===== src/rtl/cpu_ctrl_pkg.sv =====
// Shared definitions for the control sequencer: opcodes, ALU select codes,
// FSM states, instruction field positions and the opcode class decoder.
package cpu_ctrl_pkg;

   typedef enum logic [3:0] {
      S_IDLE, S_T0, S_T1, S_T2, S_T3, S_T4, S_T5, S_T6, S_HALT, S_FAULT
   } state_e;

   localparam logic [4:0] OP_LD   = 5'b00000;
   localparam logic [4:0] OP_ST   = 5'b00001;
   localparam logic [4:0] OP_ADD  = 5'b00011;
   localparam logic [4:0] OP_SUB  = 5'b00100;
   localparam logic [4:0] OP_AND  = 5'b00101;
   localparam logic [4:0] OP_OR   = 5'b00110;
   localparam logic [4:0] OP_MUL  = 5'b01111;
   localparam logic [4:0] OP_DIV  = 5'b10000;
   localparam logic [4:0] OP_MFHI = 5'b11000;
   localparam logic [4:0] OP_MFLO = 5'b11001;
   localparam logic [4:0] OP_NOP  = 5'b11010;
   localparam logic [4:0] OP_HALT = 5'b11011;

   localparam logic [3:0] ALU_ADD = 4'd0;
   localparam logic [3:0] ALU_SUB = 4'd1;
   localparam logic [3:0] ALU_AND = 4'd2;
   localparam logic [3:0] ALU_OR  = 4'd3;
   localparam logic [3:0] ALU_MUL = 4'd4;
   localparam logic [3:0] ALU_DIV = 4'd5;

   localparam int OP_MSB = 31;
   localparam int OP_LSB = 27;
   localparam int RA_MSB = 26;
   localparam int RA_LSB = 23;
   localparam int RB_MSB = 22;
   localparam int RB_LSB = 19;
   localparam int RC_MSB = 18;
   localparam int RC_LSB = 15;

   // Opcodes grouped by the shape of their execute sequence.
   typedef enum logic [3:0] {
      C_ALU3, C_MULDIV, C_LD, C_ST, C_MFHI,
      C_MFLO, C_NOP, C_HALT, C_ILL
   } cls_e;

   function automatic cls_e op_class(logic [4:0] op);
      cls_e c;
      case (op)
         OP_ADD, OP_SUB,
         OP_AND, OP_OR:   c = C_ALU3;
         OP_MUL, OP_DIV:  c = C_MULDIV;
         OP_LD:           c = C_LD;
         OP_ST:           c = C_ST;
         OP_MFHI:         c = C_MFHI;
         OP_MFLO:         c = C_MFLO;
         OP_NOP:          c = C_NOP;
         OP_HALT:         c = C_HALT;
         default:         c = C_ILL;
      endcase
      return c;
   endfunction

   function automatic logic [3:0] alu_code(logic [4:0] op);
      logic [3:0] a;
      case (op)
         OP_SUB:  a = ALU_SUB;
         OP_AND:  a = ALU_AND;
         OP_OR:   a = ALU_OR;
         OP_MUL:  a = ALU_MUL;
         OP_DIV:  a = ALU_DIV;
         default: a = ALU_ADD;
      endcase
      return a;
   endfunction

   function automatic logic [15:0] onehot16(logic [3:0] idx);
      return 16'h0001 << idx;
   endfunction

endpackage


===== src/rtl/mem_wait_timer.sv =====
// Memory wait-state counter with timeout compare.
// Ports: clock, clear (async low), wait_i (in a wait state),
// ready_i (memory done), timeout_o (limit reached while not ready).
module mem_wait_timer #(
   parameter int MEM_WAIT_MAX = 15
) (
   input  logic clock,
   input  logic clear,
   input  logic wait_i,
   input  logic ready_i,
   output logic timeout_o
);

   localparam int CW = $clog2(MEM_WAIT_MAX + 1);

   logic [CW-1:0] cnt_q, cnt_d;
   logic          hit;

   // Counter sits at zero outside wait states, so every wait
   // state is entered with a fresh count.
   assign hit = wait_i && !ready_i &&
                (cnt_q == CW'(MEM_WAIT_MAX - 1));
   assign timeout_o = hit;

   always_comb begin
      cnt_d = '0;
      if (wait_i && !ready_i && !hit)
         cnt_d = cnt_q + 1'b1;
   end

   always_ff @(posedge clock or negedge clear) begin
      if (!clear) cnt_q <= '0;
      else        cnt_q <= cnt_d;
   end

endmodule


===== src/rtl/control_sequencer.sv =====
// Hardwired control sequencer: fetch T0-T2, opcode-driven execute T3-T6.
// Ports: clock, clear, run, ir, mem_ready in; register/datapath strobes,
// alu_select, halted/fault/busy and instr_count out.
module control_sequencer
   import cpu_ctrl_pkg::*;
#(
   parameter int MEM_WAIT_MAX = 15
) (
   input  logic        clock,
   input  logic        clear,
   input  logic        run,
   input  logic [31:0] ir,
   input  logic        mem_ready,
   output logic [15:0] r_in,
   output logic [15:0] r_out,
   output logic        pc_in,
   output logic        pc_out,
   output logic        inc_pc,
   output logic        ir_in,
   output logic        y_in,
   output logic        z_in,
   output logic        mar_in,
   output logic        mdr_in,
   output logic        mdr_out,
   output logic        mdr_read,
   output logic        mem_write,
   output logic        hi_in,
   output logic        hi_out,
   output logic        lo_in,
   output logic        lo_out,
   output logic        zhigh_out,
   output logic        zlow_out,
   output logic [3:0]  alu_select,
   output logic        halted,
   output logic        fault,
   output logic        busy,
   output logic [15:0] instr_count
);

   state_e      state_q, state_d;
   logic [15:0] icnt_q, icnt_d;
   logic        seq_end, retire;
   logic        in_wait, timeout;
   logic [4:0]  op;
   logic [3:0]  ra, rb, rc;
   cls_e        cls;
   logic        unused_ir;

   assign op  = ir[OP_MSB:OP_LSB];
   assign ra  = ir[RA_MSB:RA_LSB];
   assign rb  = ir[RB_MSB:RB_LSB];
   assign rc  = ir[RC_MSB:RC_LSB];
   assign cls = op_class(op);
   assign unused_ir = ^ir[RC_LSB-1:0];

   assign in_wait = (state_q == S_T1) ||
                    (state_q == S_T4 && cls == C_LD) ||
                    (state_q == S_T5 && cls == C_ST);

   mem_wait_timer #(
      .MEM_WAIT_MAX (MEM_WAIT_MAX)
   ) u_wait (
      .clock     (clock),
      .clear     (clear),
      .wait_i    (in_wait),
      .ready_i   (mem_ready),
      .timeout_o (timeout)
   );

   always_comb begin
      state_d = state_q;
      seq_end = 1'b0;
      retire  = 1'b0;
      unique case (state_q)
         S_IDLE: if (run) state_d = S_T0;
         S_T0:   state_d = S_T1;
         S_T1: begin
            if (mem_ready)    state_d = S_T2;
            else if (timeout) state_d = S_FAULT;
         end
         S_T2:   state_d = S_T3;
         S_T3: begin
            case (cls)
               C_ALU3, C_MULDIV,
               C_LD, C_ST:       state_d = S_T4;
               C_MFHI, C_MFLO,
               C_NOP:            seq_end = 1'b1;
               C_HALT: begin
                  state_d = S_HALT;
                  retire  = 1'b1;
               end
               default:          state_d = S_FAULT;
            endcase
         end
         S_T4: begin
            case (cls)
               C_ALU3, C_MULDIV,
               C_ST:             state_d = S_T5;
               C_LD: begin
                  if (mem_ready)    state_d = S_T5;
                  else if (timeout) state_d = S_FAULT;
               end
               default:          state_d = S_FAULT;
            endcase
         end
         S_T5: begin
            case (cls)
               C_ALU3, C_LD:     seq_end = 1'b1;
               C_MULDIV:         state_d = S_T6;
               C_ST: begin
                  if (mem_ready)    seq_end = 1'b1;
                  else if (timeout) state_d = S_FAULT;
               end
               default:          state_d = S_FAULT;
            endcase
         end
         S_T6: begin
            if (cls == C_MULDIV) seq_end = 1'b1;
            else                 state_d = S_FAULT;
         end
         S_HALT, S_FAULT: ;
         default: state_d = S_FAULT;
      endcase
      if (seq_end) begin
         state_d = run ? S_T0 : S_IDLE;
         retire  = 1'b1;
      end
   end

   always_comb begin
      r_in       = '0;
      r_out      = '0;
      pc_in      = 1'b0;
      pc_out     = 1'b0;
      inc_pc     = 1'b0;
      ir_in      = 1'b0;
      y_in       = 1'b0;
      z_in       = 1'b0;
      mar_in     = 1'b0;
      mdr_in     = 1'b0;
      mdr_out    = 1'b0;
      mdr_read   = 1'b0;
      mem_write  = 1'b0;
      hi_in      = 1'b0;
      hi_out     = 1'b0;
      lo_in      = 1'b0;
      lo_out     = 1'b0;
      zhigh_out  = 1'b0;
      zlow_out   = 1'b0;
      alu_select = ALU_ADD;
      unique case (state_q)
         S_T0: begin
            pc_out = 1'b1;
            mar_in = 1'b1;
            inc_pc = 1'b1;
            z_in   = 1'b1;
         end
         S_T1: begin
            zlow_out = 1'b1;
            pc_in    = 1'b1;
            mdr_read = 1'b1;
            mdr_in   = 1'b1;
         end
         S_T2: begin
            mdr_out = 1'b1;
            ir_in   = 1'b1;
         end
         S_T3: begin
            case (cls)
               C_ALU3: begin
                  r_out = onehot16(rb);
                  y_in  = 1'b1;
               end
               C_MULDIV: begin
                  r_out = onehot16(ra);
                  y_in  = 1'b1;
               end
               C_LD, C_ST: begin
                  r_out  = onehot16(rb);
                  mar_in = 1'b1;
               end
               C_MFHI: begin
                  hi_out = 1'b1;
                  r_in   = onehot16(ra);
               end
               C_MFLO: begin
                  lo_out = 1'b1;
                  r_in   = onehot16(ra);
               end
               default: ;
            endcase
         end
         S_T4: begin
            case (cls)
               C_ALU3: begin
                  r_out      = onehot16(rc);
                  z_in       = 1'b1;
                  alu_select = alu_code(op);
               end
               C_MULDIV: begin
                  r_out      = onehot16(rb);
                  z_in       = 1'b1;
                  alu_select = alu_code(op);
               end
               C_LD: begin
                  mdr_read = 1'b1;
                  mdr_in   = 1'b1;
               end
               C_ST: begin
                  r_out  = onehot16(ra);
                  mdr_in = 1'b1;
               end
               default: ;
            endcase
         end
         S_T5: begin
            case (cls)
               C_ALU3: begin
                  zlow_out = 1'b1;
                  r_in     = onehot16(ra);
               end
               C_MULDIV: begin
                  zlow_out = 1'b1;
                  lo_in    = 1'b1;
               end
               C_LD: begin
                  mdr_out = 1'b1;
                  r_in    = onehot16(ra);
               end
               C_ST:    mem_write = 1'b1;
               default: ;
            endcase
         end
         S_T6: begin
            if (cls == C_MULDIV) begin
               zhigh_out = 1'b1;
               hi_in     = 1'b1;
            end
         end
         default: ;
      endcase
   end

   assign halted      = (state_q == S_HALT);
   assign fault       = (state_q == S_FAULT);
   assign busy        = !(state_q == S_IDLE || halted || fault);
   assign instr_count = icnt_q;

   assign icnt_d = retire ? icnt_q + 16'd1 : icnt_q;

   always_ff @(posedge clock or negedge clear) begin
      if (!clear) begin
         state_q <= S_IDLE;
         icnt_q  <= '0;
      end else begin
         state_q <= state_d;
         icnt_q  <= icnt_d;
      end
   end

endmodule


===== config.mk =====
export PLATFORM = sky130hd
export DESIGN_NAME = control_sequencer
export DESIGN_NICKNAME = d
export VERILOG_FILES = /design/src/rtl/cpu_ctrl_pkg.sv /design/src/rtl/mem_wait_timer.sv /design/src/rtl/control_sequencer.sv
export SDC_FILE = /design/constraint.sdc
export NUM_CORES = 1
export LEC_CHECK = 0
export BUFFER_PORTS_ARGS = -buffer_cell sky130_fd_sc_hd__buf_2
export CORE_ASPECT_RATIO = 1.1
export CORE_UTILIZATION = 46
export CTS_CLUSTER_DIAMETER = 40
export DETAILED_ROUTE_END_ITERATION = 10
export PLACE_DENSITY = 0.88
export SLEW_MARGIN = 20
export SYNTH_ARGS = -nofsm -noshare
export SYNTH_HDL_FRONTEND = slang
export SYNTH_HIERARCHICAL = 1
export SYNTH_SLANG_ARGS = --single-unit

===== constraint.sdc =====
create_clock -name clock -period 2.35 [get_ports clock]
set_input_delay 0.1175 -clock clock [delete_from_list [all_inputs] [get_ports clock]]
set_output_delay 0.1175 -clock clock [all_outputs]
set_load 0.1 [all_outputs]

# --- After elaboration in Yosys (flattened, before gate mapping) ---
# Memory sizes are Yosys's and may differ from the RTL's.
# Index checks and enable logic that the tools add are counted.
op_classes:
  n_addsub: 2
  multipliers: 0
  n_div: 0
  order_cmp: 0
  n_eq_ne: 28
  shifts: 3
  muxes: 51
  n_bitwise: 0
  n_reduce_logical: 24
ops:
  columns: ["op", "count"]
  rows:
  - ["$pmux 16 s2", 3]
  - ["$pmux 16 s3", 1]
  - ["$shl 1x4->16 const A", 3]
  - ["$pmux 4 s9", 1]
  - ["$eq 4x3->1 const B", 8]
  - ["$mux 16", 2]
  - ["$mux 4", 8]
  - ["$pmux 4 s3", 2]
  - ["$mux 1", 22]
  - ["$add 16x1->16 const B", 1]
  - ["$eq 4x2->1 const B", 4]
  - ["$eq 5x3->1 const B", 3]
  - ["$pmux 3 s5", 1]
  - ["$pmux 1 s2", 7]
  - ["$eq 4x4->1 const B", 3]
  - ["$ne 3x3->1 const B", 4]
  - ["$reduce_or 2->1", 5]
  - ["$reduce_or 3->1", 3]
  - ["$eq 4x1->1 const B", 2]
  - ["$logic_not 4->1", 2]
  - ["$pmux 4 s2", 1]
  - ["$mux 3", 2]
  - ["$reduce_and 6->1", 1]
  - ["$eq 5x4->1 const B", 1]
  - ["9 further kinds", 18]
word_totals:
  ff_bits: 24
  latch_bits: 0
  mem_bits_rw: 0
  mem_bits_ro: 128
  inputBits: 36
  output_inout_bits: 72
  memories: 1
mem_list:
  columns: ["name", "words", "word_bits", "read_ports", "rd_ports_with_merged_regs", "wr", "line_no", "source"]
  rows:
  - ["(no name shown)", 32, 4, 1, 0, 0, "cpu_ctrl_pkg.sv:46", "case (op)"]

# --- Logic depth before layout (Yosys ltp) ---
# An unclocked memory read counts as a cell.
depth:
  depth_word: 12
  mapped_depth: 13
  ltp_nobuf: 12

# --- Cells and area by module ---
# The synthesis kept the hierarchy.
modules_own_cells:
  columns: ["mod", "instances", "cells_per_inst", "area_each_um2", "seq_area_each_um2"]
  rows:
  - ["control_sequencer", 1, 379, 2660.1, 500.5]
  - ["mem_wait_timer", 1, 17, 188.9, 100.1]

# --- Least setup slack after synthesis ---
# Ideal clock, no wire load.
synth_path:
  path_kind: "reg2reg"
  start: "register state_q[2]"
  end: "register state_q[0]"
  setup_ps: 73
  arrival_ps: 4727
  required_ps: 2277
  slack_ps: -2450
  path_stages_with_launch: 14
  path_buffers: 1
  synth_period_minus_slack_ps: 4800
  cell_sequence: "dfrtp_1 clkbuf_1 nor2b_1 nand2_1 a21o_1 o21ai_0 or2_2 nor3b_1 nor2b_1 a211oi_1 a311oi_1 nand2_1 o31ai_1 nand2_1"
synth_via:
  elab_chain_cells: 11
  elab_cells_between_ends: 33
synth_lines:
  columns: ["item", "line_no", "source"]
  rows:
  - ["start, declared", "control_sequencer.sv:40", "state_e state_q, state_d;"]
  - ["start signal, assigned", "control_sequencer.sv:256", "state_q <= state_d;"]
  - ["$eq 4x3->1", "control_sequencer.sv:57", "(state_q == S_T4 && cls == C_LD) ||"]
  - ["$logic_and 1x1->1", "control_sequencer.sv:57", null]
  - ["$logic_or 1x1->1", "control_sequencer.sv:56", "assign in_wait = (state_q == S_T1) ||"]
  - ["$logic_or 1x1->1 *", "control_sequencer.sv:57", null]
  - ["named net in_wait", "control_sequencer.sv:43", "logic in_wait, timeout;"]
  - ["$logic_and 1x1->1 * (2 in a row)", "mem_wait_timer.sv:21", "assign hit = wait_i && !ready_i &&"]
  - ["named net timeout", "control_sequencer.sv:43", null]
  - ["$mux 4 *", null, null]
  - ["$mux 4, on equally long branches", null, null]
  - ["$pmux 4 s3 / $pmux 4 s2 (equally long branches)", null, null]
  - ["$pmux 4 s9 *", "control_sequencer.sv:74", "unique case (state_q)"]
  - ["$mux 4 *", "control_sequencer.sv:124", "if (seq_end) begin"]
# Mark *: on every way through the listed nets, which the timed path passes. The rest lies on a longest branch. The select of a mux whose other input is x is not followed.
# A chain may end at the register's enable or synchronous reset.

# --- Worst setup path in the final report ---
layout_path:
  start: "register state_q[3]"
  end: "register icnt_q[3], in the netlist instr_count[3]"
layout_via:
  elab_chain_cells: 3
  elab_cells_between_ends: 6
layout_lines:
  columns: ["item", "line_no", "source"]
  rows:
  - ["$eq 4x3->1", "control_sequencer.sv:74", null]
  - ["$pmux 1 s3 / $mux 1 (equally long branches)", "control_sequencer.sv:74", null]
  - ["$mux 1 *", "control_sequencer.sv:124", null]
  - ["end signal, assigned", "control_sequencer.sv:257", "icnt_q <= icnt_d;"]
  - ["end, declared", "control_sequencer.sv:41", "logic [15:0] icnt_q, icnt_d;"]
# Mark *: on every way between the ends. The rest lies on a longest branch, timed or not.

==> metrics.cfg <==
[run_status]
status = finished, violations left
violations = negative setup slack

[synth]
async_flop_share_pct = 100
synth_top_area_cell = dfrtp_1
seq_area_frac_synth_pct = 21.1
synth.top_cell.area_share_pct = 21.1
yosys.cell_count.top_type = nor2_1
synth_edf_count = 0
synthTopCellsByArea = dfrtp_1 21%, nor2_1 7.9%, o22ai_1 5.5%, xor2_1 4.3%, nor2b_1 3.7%
netlist_area_mm2 = 0.00285
synth_cell_types = 65
ys.flop_type = dfrtp_1
syn-num-nets = 435
yosysWarningCount = 6
synthCells = 396
ys_top_cells_by_count = 60 x nor2_1, 26 x clkbuf_1, 25 x nand2_1, 25 x o22ai_1, 24 x dfrtp_1
synth-seq-cells = 24
synth.avg_cell_area_um2 = 7.19

[timing]
drv_slew = 0
max-slew-margin-rel_pct = 50.7
fin_setup_tns_ns = -4.38
min_period_ns = 2.55
rsz0062_at_grt = true
worst_pin_slew_ns = 0.737
skew_ns = 0.0138
final_hold_viol_count = 0
setup_ws_ns = -0.195
max_freq_mhz = 393
setup_violations = 47
fin_crit_sh_pct = 108

[critical_path]
r2r_setup_slack_ns = -0.20
critPathLaunchType = flop
endpoint_kind = flop
max_stage_delay_ns = 0.60
crit_chain = or4b_4, or4_4, o311ai_4, a211oi_4, buf_6, nor3b_2, xor2_1
cp_max_fo = 8
critPathKind = flop to flop
critPathSlowestCell = or4b_4
arrival_ns = 2.73
cp.required_ns = 2.54

[clock_network]
cts_max_path_buffers = 2
ctsHtreeMaxLevel = 1
clock_latency_ns = 0.28
cts.clk_slew.worst_paths_ns = 0.10
cts_tree = built
root_buffer = clkbuf_8
numCtsBuffers = 3
cts.sinks = 24

[run]
drv_cap = 0

[cells_and_area]
n_fill_cell = 246
area_growth_pct = 85.0
layout-drive-gt1-share_pct = 50.8
nets = 566
antenna_cells = 0

[placed_design]
post-place-ws_ns = -0.102
hpwl_mm = 9.22
globalplace.congestion = 1.02
portBuffers = 91

[pwr]
p_switching_uw = 598
p_comb_share_pct = 39.2
cellLeakagePower_nw = 2.15
p_sw_share_pct = 43.0
p_int_uw = 794
pwr_density_cell_mw_per_mm2 = 264
clkPwrFrac_pct = 27.0
peakVddDrop_uv = 608
power_frac_seq_pct = 33.8

[floorplanning]
die_area_mm2 = 0.00651
die_w_um = 77.0
io_pins = 108
fp-row-count = 29
start_util_pct = 48.5
core_area_mm2 = 0.00588
dieHeight_um = 84.5

[global_routing]
grt_max_degree = 25
grt_pass1_vias = 4243
grt_pass1_wl_mm = 21.9
antenna_found_initial = 0
overflow = 0
grtUsageTotal_pct = 42.8

[routing]
drt_wl_total_mm = 16.5
routedWlPerCell_um = 27.3
drc_errors = 0
viasPerCell = 7.64
first_pass_iters = 11
antenna_left = 0
initialDrtViolationCount = 768
num_vias = 4604

[min_path]
min_path_type = input port to flop

-- final timing paths --
| path | end | start | depth (start not counted) |
|---|---|---|---|
| max | instr_count[3]$_DFFE_PN0P_ | state_q[3]$_DFFE_PN0P_ | 7 |
| min | state_q[0]$_DFFE_PN0P_ | run | 3 |
| max reg2reg | instr_count[3]$_DFFE_PN0P_ | state_q[3]$_DFFE_PN0P_ | 7 |
| min reg2reg | instr_count[15]$_DFFE_PN0P_ | instr_count[15]$_DFFE_PN0P_ | 1 |
| max in group asynchronous | state_q[2]$_DFFE_PN0P_ | clear | 2 |
| min in group asynchronous | instr_count[7]$_DFFE_PN0P_ | clear | 2 |
-- routing by layer --
| layer | global-route usage, % | wire length [um] | up-vias |
|---|---|---|---|
| met2 | 71.9 | 7240 | 579 |
| li1 | - | - | 1725 |
| met4 | 31.4 | 1830 | 0 |
| met1 | 46.7 | 5230 | 2063 |
| met3 | 11.0 | 2150 | 237 |
| met5 | 0 | 0 | - |
-- what timing repair did --
item	4_1_cts	5_1_grt
cloned	2	1
setup buffers	12	7
pin swaps	18	33
gates resized for setup	28	35
hold endpoints to repair	24	0
endpoints found under the setup margin	47	50
hold buffers	1	0
-- kinds of logic after synthesis --
kind of cell / after synthesis / synth area share, %
buffers and inverters: 40 / 5.97
other: 1 / 0.132
muxes: 1 / 0.395
and+or+nand+nor: 201 / 38.6
adders and majority gates: 3 / 1.32
AOI/OAI and AO/OA: 108 / 27.0
DFF: 24 / 21.1
xor gates and xnor gates: 18 / 5.53
-- sequential cells by signal, summed over array words and instances, names as in the netlist --
register,cells
instr_count,16
state_q,4
u_wait/cnt_q,4
-- stage by stage --
stage          power [mW]  cell area [um^2]  hold slack (ns)  util (%)  std cells
5_1_grt              1.41              5270            0.128      89.7        603
2_1_floorplan       0.808              3360           -0.178         -        396
3_5_place_dp        0.943              4720            0.118      80.4        579
4_1_cts              1.32              5060            0.106      86.1        597
6_report             1.39              5270            0.126      89.7        603
3_3_place_gp        0.922              4720            0.108      80.4        579
-- power by group through the flow --
| stage | clock network [mW] | registers [mW] | logic, mW |
|---|---|---|---|
| 2_1_floorplan | 0 | 0.606 | 0.202 |
| 3_3_place_gp | 0 | 0.467 | 0.454 |
| 3_5_place_dp | 0 | 0.471 | 0.472 |
| 4_1_cts | 0.365 | 0.462 | 0.497 |
| 5_1_grt | 0.385 | 0.471 | 0.556 |
| 6_report | 0.376 | 0.470 | 0.545 |
-- cell type report --
cell class,count,area (um^2),share of cell area [%]
Multi-Input combinational cell,332,2760,52.4
Timing Repair Buffer,159,1710,32.4
Sequential cell,24,604,11.5
Tap cell,77,96.3,1.83
Clock buffer,3,41.3,0.783
Clock inverter,1,30.0,0.570
Inverter,7,26.3,0.498
-- worst max-delay path: cells and delay by family (launching register included) --
kind,cells,cell delay (ns)
AO/OA/AOI/OAI,2,0.28
AND/OR/NAND/NOR,3,1.23
buffers and inverters,1,0.23
flip-flops,1,0.46
XOR/XNOR,1,0.24
-- placed cells by master (no fill, tap or decap), types with 9 or more instances in the layout --
cell	instances
buf_2	51
buf_4	51
buf_12	44
nor2_1	43
nand2_1	23
dfrtp_1	21
nand3_1	18
o22ai_4	16
nor2_4	15
xor2_1	13
nand2b_1	11
a21oi_1	11
nor2b_1	9
buf_6	9
Power figures use the tool's default switching activity.
